==> config.mk <==
export PLATFORM = sky130hd
export DESIGN_NAME = fpu_fcmp_pipe
export DESIGN_NICKNAME = d
export VERILOG_FILES = /design/src/rtl/fpu_pkg.sv /design/src/rtl/fpu_fclass.sv /design/src/rtl/fpu_fcmp_pipe.sv
export SDC_FILE = /design/constraint.sdc
export NUM_CORES = 1
export LEC_CHECK = 0
export ABC_AREA = 1
export CAP_MARGIN = 0
export CORE_UTILIZATION = 40
export DETAILED_ROUTE_END_ITERATION = 10
export GPL_TIMING_DRIVEN = 0
export PLACE_DENSITY = 0.79
export SYNTH_ARGS = -nofsm -noshare
export SYNTH_HDL_FRONTEND = slang
export SYNTH_SLANG_ARGS = --single-unit
==> constraint.sdc <==
create_clock -name clk -period 1.26 [get_ports clk]
set_clock_uncertainty 0.2 [all_clocks]
set_input_delay 0.252 -clock clk [delete_from_list [all_inputs] [get_ports clk]]
set_output_delay 0.252 -clock clk [all_outputs]
set_load 0.01 [all_outputs]
==> src/rtl/fpu_pkg.sv <==
// Shared FPU definitions: compare op encodings, operand class record and
// the standard single/double field widths.
package fpu_pkg;
  localparam logic [1:0] FCMP_EQ    = 2'b00;
  localparam logic [1:0] FCMP_GT    = 2'b01;
  localparam logic [1:0] FCMP_GE    = 2'b10;
  localparam logic [1:0] FCMP_UNORD = 2'b11;

  localparam int SP_EXP_W  = 8;
  localparam int SP_FRAC_W = 23;
  localparam int DP_EXP_W  = 11;
  localparam int DP_FRAC_W = 52;

  typedef struct packed {
    logic sign;
    logic zero;
    logic inf;
    logic nan;
    logic snan;
  } fclass_t;
endpackage

==> src/rtl/fpu_fclass.sv <==
// Combinational unpack/classify of one packed IEEE-754 operand.
// NaN quietness follows the SH4 convention: frac MSB set means signalling.
module fpu_fclass
  import fpu_pkg::*;
#(
  parameter int EXP_W        = SP_EXP_W,
  parameter int FRAC_W       = SP_FRAC_W,
  parameter int DENORM_FLUSH = 1
) (
  input  logic [EXP_W+FRAC_W:0]   x,
  output fclass_t                 cls,
  output logic [EXP_W+FRAC_W-1:0] mag
);
  logic [EXP_W-1:0]  exp_f;
  logic [FRAC_W-1:0] frac_f;
  logic exp_max, exp_zero, frac_zero;

  assign exp_f     = x[EXP_W+FRAC_W-1:FRAC_W];
  assign frac_f    = x[FRAC_W-1:0];
  assign mag       = x[EXP_W+FRAC_W-1:0];
  assign exp_max   = &exp_f;
  assign exp_zero  = ~|exp_f;
  assign frac_zero = ~|frac_f;

  always_comb begin
    cls      = '0;
    cls.sign = x[EXP_W+FRAC_W];
    cls.inf  = exp_max & frac_zero;
    cls.nan  = exp_max & ~frac_zero;
    cls.snan = exp_max & ~frac_zero & frac_f[FRAC_W-1];
    // DN mode collapses every denormal onto zero before comparison
    cls.zero = exp_zero & (frac_zero | (DENORM_FLUSH != 0));
  end
endmodule

==> src/rtl/fpu_fcmp_pipe.sv <==
// Two-stage pipelined IEEE-754 comparator: stage 1 classifies and compares
// magnitudes, stage 2 resolves EQ/GT/GE/UNORD and drives registered results.
module fpu_fcmp_pipe
  import fpu_pkg::*;
#(
  parameter int EXP_W        = SP_EXP_W,
  parameter int FRAC_W       = SP_FRAC_W,
  parameter int DENORM_FLUSH = 1
) (
  input  logic                  clk,
  input  logic                  rst_n,
  input  logic                  i_valid,
  output logic                  i_ready,
  input  logic [1:0]            i_op,
  input  logic                  i_ven,
  input  logic [EXP_W+FRAC_W:0] i_a,
  input  logic [EXP_W+FRAC_W:0] i_b,
  output logic                  o_valid,
  input  logic                  o_ready,
  output logic                  o_t,
  output logic                  o_eq,
  output logic                  o_gt,
  output logic                  o_unordered,
  output logic                  o_invalid,
  output logic                  o_trap,
  input  logic                  flag_clr,
  output logic                  o_flag_v
);
  localparam int STAGES = 2;
  localparam int W      = 1 + EXP_W + FRAC_W;
  localparam int MW     = EXP_W + FRAC_W;

  logic [STAGES:1] vld_pipe;
  logic            s1_adv, s2_adv, acc;

  assign s2_adv  = ~vld_pipe[2] | o_ready;
  assign s1_adv  = ~vld_pipe[1] | s2_adv;
  assign i_ready = s1_adv;
  assign acc     = i_valid & s1_adv;
  assign o_valid = vld_pipe[2];

  // operand 0 = a, operand 1 = b
  logic    [1:0][W-1:0]  opnd;
  logic    [1:0][MW-1:0] mag;
  fclass_t [1:0]         cls;

  assign opnd = {i_b, i_a};

  for (genvar g = 0; g < 2; g++) begin : g_cls
    fpu_fclass #(
      .EXP_W       (EXP_W),
      .FRAC_W      (FRAC_W),
      .DENORM_FLUSH(DENORM_FLUSH)
    ) u_fclass (
      .x  (opnd[g]),
      .cls(cls[g]),
      .mag(mag[g])
    );
  end

  fclass_t    s1_a, s1_b;
  logic       s1_mag_eq, s1_mag_gt, s1_ven;
  logic [1:0] s1_op;

  always_ff @(posedge clk or negedge rst_n) begin
    if (!rst_n) begin
      vld_pipe[1] <= 1'b0;
      s1_a        <= '0;
      s1_b        <= '0;
      s1_mag_eq   <= 1'b0;
      s1_mag_gt   <= 1'b0;
      s1_op       <= FCMP_EQ;
      s1_ven      <= 1'b0;
    end else if (s1_adv) begin
      vld_pipe[1] <= i_valid;
      if (i_valid) begin
        s1_a      <= cls[0];
        s1_b      <= cls[1];
        s1_mag_eq <= mag[0] == mag[1];
        s1_mag_gt <= mag[0] > mag[1];
        s1_op     <= i_op;
        s1_ven    <= i_ven;
      end
    end
  end

  logic any_nan, any_snan, c_eq, c_gt, c_t, c_inv;

  assign any_nan  = s1_a.nan | s1_b.nan;
  assign any_snan = s1_a.snan | s1_b.snan;

  always_comb begin
    c_eq = 1'b0;
    c_gt = 1'b0;
    if (any_nan) begin
      c_eq = 1'b0;
    end else if (s1_a.zero & s1_b.zero) begin
      c_eq = 1'b1;
    end else if (s1_a.sign != s1_b.sign) begin
      c_gt = ~s1_a.sign;
    end else if (s1_mag_eq) begin
      c_eq = 1'b1;
    end else begin
      // same sign: larger magnitude means smaller value when negative
      c_gt = s1_mag_gt ^ s1_a.sign;
    end
  end

  always_comb begin
    c_t = 1'b0;
    case (s1_op)
      FCMP_EQ:    c_t = c_eq;
      FCMP_GT:    c_t = c_gt;
      FCMP_GE:    c_t = c_gt | c_eq;
      FCMP_UNORD: c_t = any_nan;
      default:    c_t = 1'b0;
    endcase
  end

  // ordered relations trap on quiet NaNs too; EQ/UNORD only on signalling
  assign c_inv = any_snan | (any_nan & ((s1_op == FCMP_GT) | (s1_op == FCMP_GE)));

  always_ff @(posedge clk or negedge rst_n) begin
    if (!rst_n) begin
      vld_pipe[2] <= 1'b0;
      o_t         <= 1'b0;
      o_eq        <= 1'b0;
      o_gt        <= 1'b0;
      o_unordered <= 1'b0;
      o_invalid   <= 1'b0;
      o_trap      <= 1'b0;
    end else if (s2_adv) begin
      vld_pipe[2] <= vld_pipe[1];
      o_t         <= vld_pipe[1] & c_t;
      o_eq        <= vld_pipe[1] & c_eq;
      o_gt        <= vld_pipe[1] & c_gt;
      o_unordered <= vld_pipe[1] & any_nan;
      o_invalid   <= vld_pipe[1] & c_inv;
      o_trap      <= vld_pipe[1] & c_inv & s1_ven;
    end
  end

  always_ff @(posedge clk or negedge rst_n) begin
    if (!rst_n) begin
      o_flag_v <= 1'b0;
    end else if (o_valid & o_ready & o_invalid) begin
      o_flag_v <= 1'b1;
    end else if (flag_clr) begin
      o_flag_v <= 1'b0;
    end
  end
endmodule

After elaboration in Yosys (flattened, before gate mapping)
Index checks and enable logic that the tools add are counted.
{ "totals": {"register_bits": 22, "input_bits": 72} }
{ "classes": {"magnitude_cmp": 1, "eq_ne": 5, "mux": 11, "bitwise": 25, "reduce_logical": 11} }
{ "ops": {"columns": ["operator", "n"], "rows": [
  ["$reduce_or A23 Y1", 2],
  ["$eq A31 B31 Y1", 1],
  ["$gt A31 B31 Y1", 1],
  ["$reduce_and A8 Y1", 2],
  ["$reduce_or A8 Y1", 2],
  ["$and A1 B1 Y1", 14],
  ["$mux W1", 10],
  ["$or A1 B1 Y1", 7],
  ["$eq A2 B2 Y1 const B", 2],
  ["$pmux W1 S4", 1],
  ["$not A1 Y1", 3],
  ["$eq A2 B1 Y1 const B", 1],
  ["$logic_not A1 Y1", 2],
  ["$logic_not A2 Y1", 1],
  ["$reduce_and A2 Y1", 1],
  ["$reduce_bool A2 Y1", 1],
  ["$ne A1 B1 Y1", 1],
  ["$xor A1 B1 Y1", 1]
]} }

Longest topological paths before layout
Gate-level depths: netlist of the first run.
{ "logic_depth": {"word_depth": 8, "ltp_mapped": 13} }

Cells and area by module
Synthesis of the first run repeated with hierarchy kept, for this count alone.
{ "hier_totals": {"hier_cells": 391, "area_unflattened_um2": 2771.4} }
{ "modules_own_cells": {"columns": ["mod", "n_inst", "cells_each", "area_per_inst_um2"], "rows": [
  ["fpu_fcmp_pipe", 1, 251, 1970.6],
  ["fpu_fclass", 2, 70, 400.4]
]} }

Least setup slack after synthesis of the first run
No wires, ideal clock.
{ "synth_path": {"path_type": "input to register", "from": "input i_b[22]", "to": "register s1_mag_gt", "t_arrival_ps": 1139, "required_ps": 944, "slack_ps": -196, "path_stages": 8, "n_path_buf": 0, "path_cell_list": "inv_1 ha_1 nand2_1 nor2_1 nor3b_1 a21oi_1 nand2_1 nand2_1"} }
{ "synth_between": {"elab_chain_len": 1} }
{ "synth_lines": {"columns": ["item", "line", "source"], "rows": [
  ["start, declared", "fpu_fcmp_pipe.sv:17", "input logic [EXP_W+FRAC_W:0] i_b,"],
  ["$gt A31 B31 Y1", "fpu_fcmp_pipe.sv:80", "s1_mag_gt <= mag[0] > mag[1];"],
  ["end signal, assigned", "fpu_fcmp_pipe.sv:80", null],
  ["end, declared", "fpu_fcmp_pipe.sv:62", "logic s1_mag_eq, s1_mag_gt, s1_ven;"]
]} }
No other way between the ends.
A chain may end at the register's enable or synchronous reset.

Final worst setup path of the first run
{ "layout_path": {"from": "input i_b[2]", "to": "register s1_mag_gt"} }
Same word-level chain as after synthesis.

==> impl_metrics.yaml, run 1 <==
die:
  die_x_um: 74.5
  dieHeight_um: 74.5
  initial_utilization: 0.414
  rows: 26
  ios: 81
  fp.dieArea_mm2: 0.00555
  design.core.area_mm2: 0.00507
place:
  port_buffers: 80
  hpwlAfterDp_mm: 4.54
  gp_congestion: 0.833
  place_inst: 449
  dp_slack_ps: -799
timing:
  fin_setup_tns_ps: -3040
  max_freq_mhz: 662
  finalSetupViolations: 20
  fin_crit_ps: 1510
  drv_slew: 0
  post-route-period-util: 1.20
  rsz0062_at_grt: "yes"
  tightestPinTransition_ps: 973
  hold_viol: 0
  worst_slack_ps: -250
  holdWs_ps: 20.4
  relSlewSlack: 0.351
global_routing:
  gr-usage-all-layers: 0.238
  grt_pass1_wl_mm: 10.2
  grt_max_degree: 23
  antenna_found_initial: 0
  grt_pass1_vias: 2390
  overflow: 0
routing:
  drc: 0
  wl_mm: 7.35
  ant_nets: 0
  first_pass_iters: 4
  num_vias: 2488
  wire_per_inst_um: 15.0
  via_per_inst: 5.07
  drt-initial-drc-count: 105
logic_synthesis:
  synthTopCellsByArea: "dfrtp_1, ha_1, nand2_1, inv_1, nand4_1"
  synth_edf_count: 0
  ys_seq_area_frac: 0.262
  syn_inst: 299
  async_flop_share: 1.00
  synth_fp_nets: 406
  yosysTopAreaCell: "dfrtp_1"
  ys_seq_elements: 22
  netlist_area_mm2: 0.00210
  synth_ff_type: "dfrtp_1"
  avgSynthCellArea_um2: 7.03
  ys_types: 27
  synthDominantCellAreaShare: 0.262
  synth.most_common_cell: "nand2_1"
  yosysWarnings: 0
  synth_common_cells: "nand2_1, inv_1, ha_1, nor2_1, dfrtp_1"
worst_setup_path:
  reg2reg_to: "s1_a[0]$_DFFE_PN0P_"
  cp-start-kind: "input port"
  crit_arrival_ps: 1470
  worstSetupPathType: "in2reg"
  crit_fanout: 3
  cp-end-kind: "flop"
  worstRegToRegCells: 8
  r2r_setup_slack_ps: -200
  required_ps: 1220
  worstReg2RegStart: "o_valid$_DFFE_PN0P_"
finish:
  nets: 529
  utilization: 0.758
  diodes: 0
  fin_cells: 491
  drive_above_1_share: 0.456
  top_regs: "s1_a: 4 flops, s1_b: 4 flops, s1_op: 2 flops"
  area_growth_pct: 83.0
status:
  status: "finished, violations left"
  failed_checks: "negative setup slack"
clock_tree:
  numCtsBuffers: 3
  postCtsHoldBufs: 0
  htree_levels: 1
  clkSlewWorstSetupHoldPaths_ps: 80
  tritoncts: "built"
  clk_latency_ps: 260
  clockBufferDepth: 2
  clockRootBuffer: "clkbuf_8"
  cts_sinks: 22
power_and_ir_drop:
  cellLeakagePower_nw: 1.94
  vdd_ir_drop_max_mv: 0.555
  power_density_mw_per_mm2: 681
worst_hold_path:
  hp-class: "in2async"
run:
  max_cap_viol_count: 0
## cell usage in the layout, fill, tap and decap left out, types with 3 or more instances in the layout
master	count
nand2_2	22
clkbuf_2	12
o21ai_2	5
clkbuf_8	4
clkdlybuf4s15_1	19
buf_4	33
buf_2	8
inv_2	32
inv_4	5
ha_4	25
nor2_4	6
dlygate4sd2_1	32
nor2_2	4
dfrtp_1	22
nand2_1	52
nand4_1	17
a21oi_2	5
inv_1	25
nor4_1	3
nand2_4	9
o21ai_1	4
a21oi_1	5
nor2_1	18
clkdlybuf4s50_1	7
o21ai_0	3
buf_6	4
ha_1	10
nand3_1	7
## critical path, stage by stage
cell,delay [ps]
dlygate4sd2_1,240
inv_2,70
ha_4,210
a21oi_2,130
nand2_1,100
nand2_1,90
nand2_1,50
nand2_1,60
nand2_1,60
nand2_1,70
nand2_1,40
nand2_1,60
nand2_1,50
## how the worst max path moves through the flow
stage                             start               endpoint  cells after the start
floorplan                       i_b[10]  s1_mag_gt$_DFFE_PN0P_                     12
global placement                i_b[13]  s1_mag_gt$_DFFE_PN0P_                     10
detailed placement              i_b[13]  s1_mag_gt$_DFFE_PN0P_                     10
CTS                 o_valid$_DFFE_PN0P_                i_ready                      4
global route                    i_a[12]  s1_mag_gt$_DFFE_PN0P_                     12
finish                           i_b[2]  s1_mag_gt$_DFFE_PN0P_                     13
## metal layers
metal | up-vias | global-route usage | part of all wire
li1 | 1214 | - | -
met1 | 1146 | 0.266 | 0.38
met2 | 107 | 0.465 | 0.54
met3 | 21 | 0.0298 | 0.054
met4 | 0 | 0.0650 | 0.026
met5 | - | 0 | 0
## power breakdown
part / switching [mW] / total, mW / internal (mW)
clock network: 0.232 / 0.511 / 0.279
logic: 0.657 / 1.29 / 0.632
registers: 0.0520 / 0.821 / 0.769
total: 0.941 / 2.62 / 1.68
## timing repair
action	in CTS	in global routing
setup endpoints to repair	52	46
resized for setup	175	73
pin swaps	56	40
gates cloned	0	2
buffers inserted	32	4
## final cells by class
cell class | instances | area [um2]
multi-input combinational | 212 | 1870
fill | 362 | 1230
timing repair buffer | 118 | 995
sequential | 22 | 551
inverter | 63 | 256
tap | 70 | 87.6
clock buffer | 4 | 55.1
buffer | 2 | 35.0
## cell families after synthesis
logic type      count (synthesis)  share of synthesized area
compound gates                 32                      0.101
fa+ha+maj                      35                      0.208
buf+inv                        65                      0.124
flops                          22                      0.262
simple gates                  145                      0.305
## metrics by stage
step	instance area (um2)	total power, mW
finish	3850	2.62
global route	3850	2.76
CTS	3640	2.42
detailed placement	3180	1.75
global placement	3180	1.73
floorplan	2290	1.31
No activity file was read; power rests on OpenSTA's default activity.
==> inputs of run 2 (changes only) <==
--- a/config.mk
+++ b/config.mk
@@ -7,10 +7,13 @@
 export LEC_CHECK = 0
 export ABC_AREA = 1
 export CAP_MARGIN = 0
-export CORE_UTILIZATION = 40
+export CELL_PAD_IN_SITES_DETAIL_PLACEMENT = 0
+export CELL_PAD_IN_SITES_GLOBAL_PLACEMENT = 1
+export CORE_UTILIZATION = 28
+export CTS_CLUSTER_SIZE = 14
 export DETAILED_ROUTE_END_ITERATION = 10
 export GPL_TIMING_DRIVEN = 0
-export PLACE_DENSITY = 0.79
+export PLACE_DENSITY = 0.8
 export SYNTH_ARGS = -nofsm -noshare
 export SYNTH_HDL_FRONTEND = slang
 export SYNTH_SLANG_ARGS = --single-unit
==> impl_metrics.yaml, run 2 (synthesized netlist as in run 1, its figures left out) <==
finish:
  diodes: 0
  utilization: 0.557
  drive_above_1_share: 0.561
  fillers: 670
  mostFrequentLayoutCell: "nand2_1"
  top_regs: "s1_a: 4 flops, s1_b: 4 flops, s1_op: 2 flops"
  nets: 552
  area_growth_pct: 92.0
  final_cell_mix: "nand2_1, buf_4, buf_2"
  fin_cells: 543
place:
  port_buffers: 80
  hpwlAfterDp_mm: 4.73
  place_inst: 478
  gp_congestion: 0.776
power_and_ir_drop:
  cellLeakagePower_nw: 2.02
  power_density_mw_per_mm2: 659
  combPwrFrac: 0.501
  vdd_ir_drop_max_mv: 0.301
  internal_power_mw: 1.74
  p_switching_mw: 0.920
  p_seq_frac: 0.307
  pwr-share-clk: 0.192
  p_sw_frac: 0.346
timing:
  post-route-period-util: 1.15
  worst_slack_ps: -186
  relSlewSlack: 0.362
  max_freq_mhz: 692
  finalSetupViolations: 22
  drv_slew: 0
  tightestPinTransition_ps: 957
  fin_setup_tns_ps: -2540
  fin_crit_ps: 1450
  rsz0062_at_grt: "yes"
  hold_viol: 0
routing:
  drc: 0
  wire_per_inst_um: 12.6
  drt-initial-drc-count: 60
  first_pass_iters: 4
  ant_nets: 0
  wl_mm: 6.82
  via_per_inst: 4.50
  num_vias: 2446
worst_setup_path:
  cp-end-kind: "output port"
  crit_chain: "inv_2, nor2_4, nand2_4, buf_6"
  path_depth: 4
  crit_arrival_ps: 990
  crit_fanout: 2
  cpLargestDelayFamily: "flip-flops"
  worstRegToRegCells: 8
  required_ps: 810
  slowest_stage: "dfrtp_1"
  max_stage_delay_ps: 360
  cp-start-kind: "flop"
  worstSetupPathType: "reg2out"
  path_buf_inv: 2
worst_hold_path:
  hp-class: "in2async"
die:
  design.core.area_mm2: 0.00725
  fp.dieArea_mm2: 0.00786
  dieHeight_um: 88.7
  rows: 31
  die_x_um: 88.7
  ios: 81
  initial_utilization: 0.290
global_routing:
  antenna_found_initial: 0
  grt_max_degree: 23
  overflow: 0
  grt_pass1_vias: 2445
  grt_pass1_wl_mm: 10.9
  gr-usage-all-layers: 0.175
clock_tree:
  numCtsBuffers: 3
  clockRootBuffer: "clkbuf_8"
  htree_levels: 1
  clockBufferDepth: 2
  clk_latency_ps: 260
  tritoncts: "built"
  clkSlewWorstSetupHoldPaths_ps: 80
  cts_sinks: 22
status:
  status: "finished, violations left"
  failed_checks: "negative setup slack"
run:
  max_cap_viol_count: 0
## run 2: changes by cell type in the layout (fill, tap and decap cells not counted), sizes merged
cell	before	now
buf	47	103
clkbuf	18	8
dlygate4sd2	32	4
clkdlybuf4s15	20	25
## run 2: path summary, 6_finish.rpt
path	startpoint	to	slack [ps]
min reg2reg	o_trap$_DFFE_PN0P_	o_trap$_DFFE_PN0P_	290
max reg2reg	o_valid$_DFFE_PN0P_	s1_b[0]$_DFFE_PN0P_	-160
min	rst_n	o_invalid$_DFFE_PN0P_	20
max in group asynchronous	rst_n	s1_a[3]$_DFFE_PN0P_	270
max	o_valid$_DFFE_PN0P_	i_ready	-190
min in group clk	i_b[30]	s1_b[3]$_DFFE_PN0P_	120
## run 2: timing repair
item | in CTS | in global routing
pin swaps | 73 | 18
gates resized for setup | 307 | 34
endpoints found under the setup margin | 51 | 48
cloned | 2 | 0
hold buffers | 0 | 0
endpoints found under the hold margin | 0 | 0
buffers inserted | 48 | 12
## run 2: power groups by stage
stage | combinational [mW] | clock [mW] | sequential [mW]
global placement | 0.914 | 0 | 0.829
CTS | 1.22 | 0.525 | 0.814
detailed placement | 0.925 | 0 | 0.832
finish | 1.33 | 0.511 | 0.816
floorplan | 0.478 | 0 | 0.836
global route | 1.46 | 0.542 | 0.823
## run 2: routing by layer
layer / global-route usage / part of all wire
met5: 0 / 0
met4: 0.0425 / 0.0022
met3: 0.0243 / 0.047
met2: 0.341 / 0.54
met1: 0.200 / 0.41
## run 2: per-stage QoR
step	instance area [um2]	total power [mW]	hold slack (ps)	worst slack [ps]
floorplan	2290	1.31	-244	-150
global placement	3220	1.74	268	-820
detailed placement	3220	1.76	276	-856
CTS	3930	2.56	81.5	-184
global route	4040	2.83	113	-252
finish	4040	2.66	15.3	-186
## run 2: final cells by class
| class | count | area [um2] | area share |
|---|---|---|---|
| well taps | 99 | 124 | 0.0307 |
| clock buffers | 4 | 55.1 | 0.0136 |
| inverters | 63 | 254 | 0.0629 |
| plain buffers | 2 | 31.3 | 0.00775 |
| repair buffers | 141 | 1120 | 0.277 |
| multi-input cells | 212 | 1900 | 0.471 |
| flip-flops and latches | 22 | 551 | 0.136 |
## run 2: worst reg2reg max path: stages, from the launching register on
cell	delay, ps
dfrtp_1	360
inv_2	50
nor2_4	140
nand2_4	70
buf_6	130
nand2_8	70
inv_8	60
buf_12	140
o22ai_4	130
==> inputs of run 3 (changes only) <==
--- a/config.mk
+++ b/config.mk
@@ -9,11 +9,12 @@
 export CAP_MARGIN = 0
 export CELL_PAD_IN_SITES_DETAIL_PLACEMENT = 0
 export CELL_PAD_IN_SITES_GLOBAL_PLACEMENT = 1
+export CORE_MARGIN = 2
 export CORE_UTILIZATION = 28
 export CTS_CLUSTER_SIZE = 14
 export DETAILED_ROUTE_END_ITERATION = 10
 export GPL_TIMING_DRIVEN = 0
-export PLACE_DENSITY = 0.8
+export PLACE_DENSITY_LB_ADDON = 0.1
 export SYNTH_ARGS = -nofsm -noshare
 export SYNTH_HDL_FRONTEND = slang
 export SYNTH_SLANG_ARGS = --single-unit
==> impl_metrics.yaml, run 3 (synthesized netlist as in run 1, its figures left out) <==
status:
  status: "finished, violations left"
  failed_checks: "negative setup slack"
die:
  fp.dieArea_mm2: 0.00822
  ios: 81
  initial_utilization: 0.290
  die_x_um: 90.7
  rows: 31
  dieHeight_um: 90.7
  design.core.area_mm2: 0.00725
finish:
  diodes: 0
  drive_above_1_share: 0.511
  final_cell_mix: "nand2_1, buf_4, inv_2"
  area_growth_pct: 86.9
  utilization: 0.542
  fillers: 718
  mostFrequentLayoutCell: "nand2_1"
  top_regs: "s1_a: 4 flops, s1_b: 4 flops, s1_op: 2 flops"
  nets: 536
  fin_cells: 526
worst_hold_path:
  min_to: "s1_a[3]$_DFFE_PN0P_"
  hp-class: "in2reg"
  holdCritStartpoint: "i_a[25]"
  hold_depth: 4
worst_setup_path:
  slowest_stage: "ha_1"
  cp-end-kind: "flop"
  crit_top_cell: "nand2_1"
  worstReg2RegStart: "o_valid$_DFFE_PN0P_"
  reg2reg_to: "o_t$_DFFE_PN0P_"
  r2r_setup_slack_ps: -170
  max_stage_delay_ps: 280
  critical_path.startpoint: "i_b[0]"
  crit_chain: "dlygate4sd2_1, ha_1, nand4_1, nor3b_4, a21oi_4, nand2_1, nand2_1"
  required_ps: 1220
  crit_fanout: 2
  crit_arrival_ps: 1390
  worstSetupPathType: "in2reg"
  worstRegToRegCells: 10
  cp-start-kind: "input port"
power_and_ir_drop:
  p_seq_frac: 0.324
  power_density_mw_per_mm2: 637
  combPwrFrac: 0.504
  p_switching_mw: 0.865
  cellLeakagePower_nw: 1.95
  vdd_ir_drop_max_mv: 0.359
  internal_power_mw: 1.64
  p_sw_frac: 0.345
  pwr-share-clk: 0.172
routing:
  num_vias: 2334
  drc: 0
  drt-initial-drc-count: 30
  first_pass_iters: 4
  wire_per_inst_um: 12.0
  via_per_inst: 4.44
  ant_nets: 0
  wl_mm: 6.31
timing:
  rsz0062_at_grt: "yes"
  worst_slack_ps: -174
  relSlewSlack: 0.628
  tightestPinTransition_ps: 557
  post-route-period-util: 1.14
  fin_crit_ps: 1430
  finalSetupViolations: 19
  max_freq_mhz: 697
  drv_slew: 0
  hold_viol: 0
place:
  place_inst: 478
  hpwlAfterDp_mm: 4.90
  gp_congestion: 0.743
  port_buffers: 80
global_routing:
  overflow: 0
  gr-usage-all-layers: 0.151
  grt_pass1_wl_mm: 10.2
  grt_pass1_vias: 2371
  grt_max_degree: 23
  antenna_found_initial: 0
clock_tree:
  clockRootBuffer: "clkbuf_8"
  htree_levels: 1
  tritoncts: "built"
  clk_latency_ps: 260
  clockBufferDepth: 2
  clkSlewWorstSetupHoldPaths_ps: 70
  numCtsBuffers: 3
  cts_sinks: 22
run:
  max_cap_viol_count: 0
-- run 3: cell count changes in the layout (fill, tap and decap cells not counted), sizes merged --
| cell | previous run | this run |
|---|---|---|
| buf | 103 | 55 |
| dlygate4sd2 | 4 | 13 |
| clkbuf | 8 | 19 |
| dlygate4sd3 | 0 | 1 |
| clkdlybuf4s15 | 25 | 35 |
-- run 3: worst max path at each step --
stage                                  to  slack [ps]  cells past startpoint
finish              s1_mag_gt$_DFFE_PN0P_        -170                      7
global route        s1_mag_gt$_DFFE_PN0P_        -270                      7
CTS                               i_ready        -210                      4
detailed placement  s1_mag_gt$_DFFE_PN0P_        -850                     13
global placement    s1_mag_gt$_DFFE_PN0P_        -840                     10
floorplan           s1_mag_gt$_DFFE_PN0P_        -150                     12
-- run 3: cell type report --
class	count	area, um2	share of cell area
clock buffers	3	41.3	0.0105
inverters	63	254	0.0646
repair buffers	125	1050	0.267
well taps	99	124	0.0315
plain buffers	2	35.0	0.00891
flip-flops and latches	22	551	0.140
multi-input cells	212	1880	0.477
-- run 3: metrics by stage --
stage	power [mW]	setup TNS (ps)	hold slack (ps)	setup WS (ps)	area (um2)
global placement	1.75	-21240	266	-844	3220
detailed placement	1.76	-21740	268	-847	3220
floorplan	1.31	-1540	-244	-150	2290
global route	2.70	-3930	171	-267	3930
CTS	2.40	-3140	107	-208	3740
finish	2.51	-2280	145	-174	3930
-- run 3: power groups by stage --
stage	Sequential (mW)	Combinational, mW	Clock, mW
floorplan	0.836	0.478	0
global placement	0.829	0.926	0
detailed placement	0.830	0.931	0
CTS	0.810	1.14	0.452
global route	0.820	1.40	0.481
finish	0.812	1.26	0.430
-- run 3: repair_timing --
item | in CTS | in global routing
hold endpoints to repair | 0 | 22
cloned | 1 | 1
pin swaps | 64 | 36
endpoints found under the setup margin | 51 | 52
setup buffers | 32 | 10
hold buffers | 0 | 1
gates resized for setup | 222 | 64
-- run 3: per-layer routing --
metal | share of wire | global-route usage | wire length (um) | up-vias
met5 | 0 | 0 | 0 | -
li1 | - | - | - | 1223
met3 | 0.031 | 0.0134 | 195 | 4
met2 | 0.52 | 0.277 | 3280 | 43
met1 | 0.44 | 0.187 | 2780 | 1064
met4 | 0.0087 | 0.0423 | 55 | 0
-- run 3: worst max-delay path: cells and delay by family --
kind	cells	cell delay, ps
simple gates	4	510
fa+ha+maj	1	280
buf+inv	1	260
compound gates	1	80
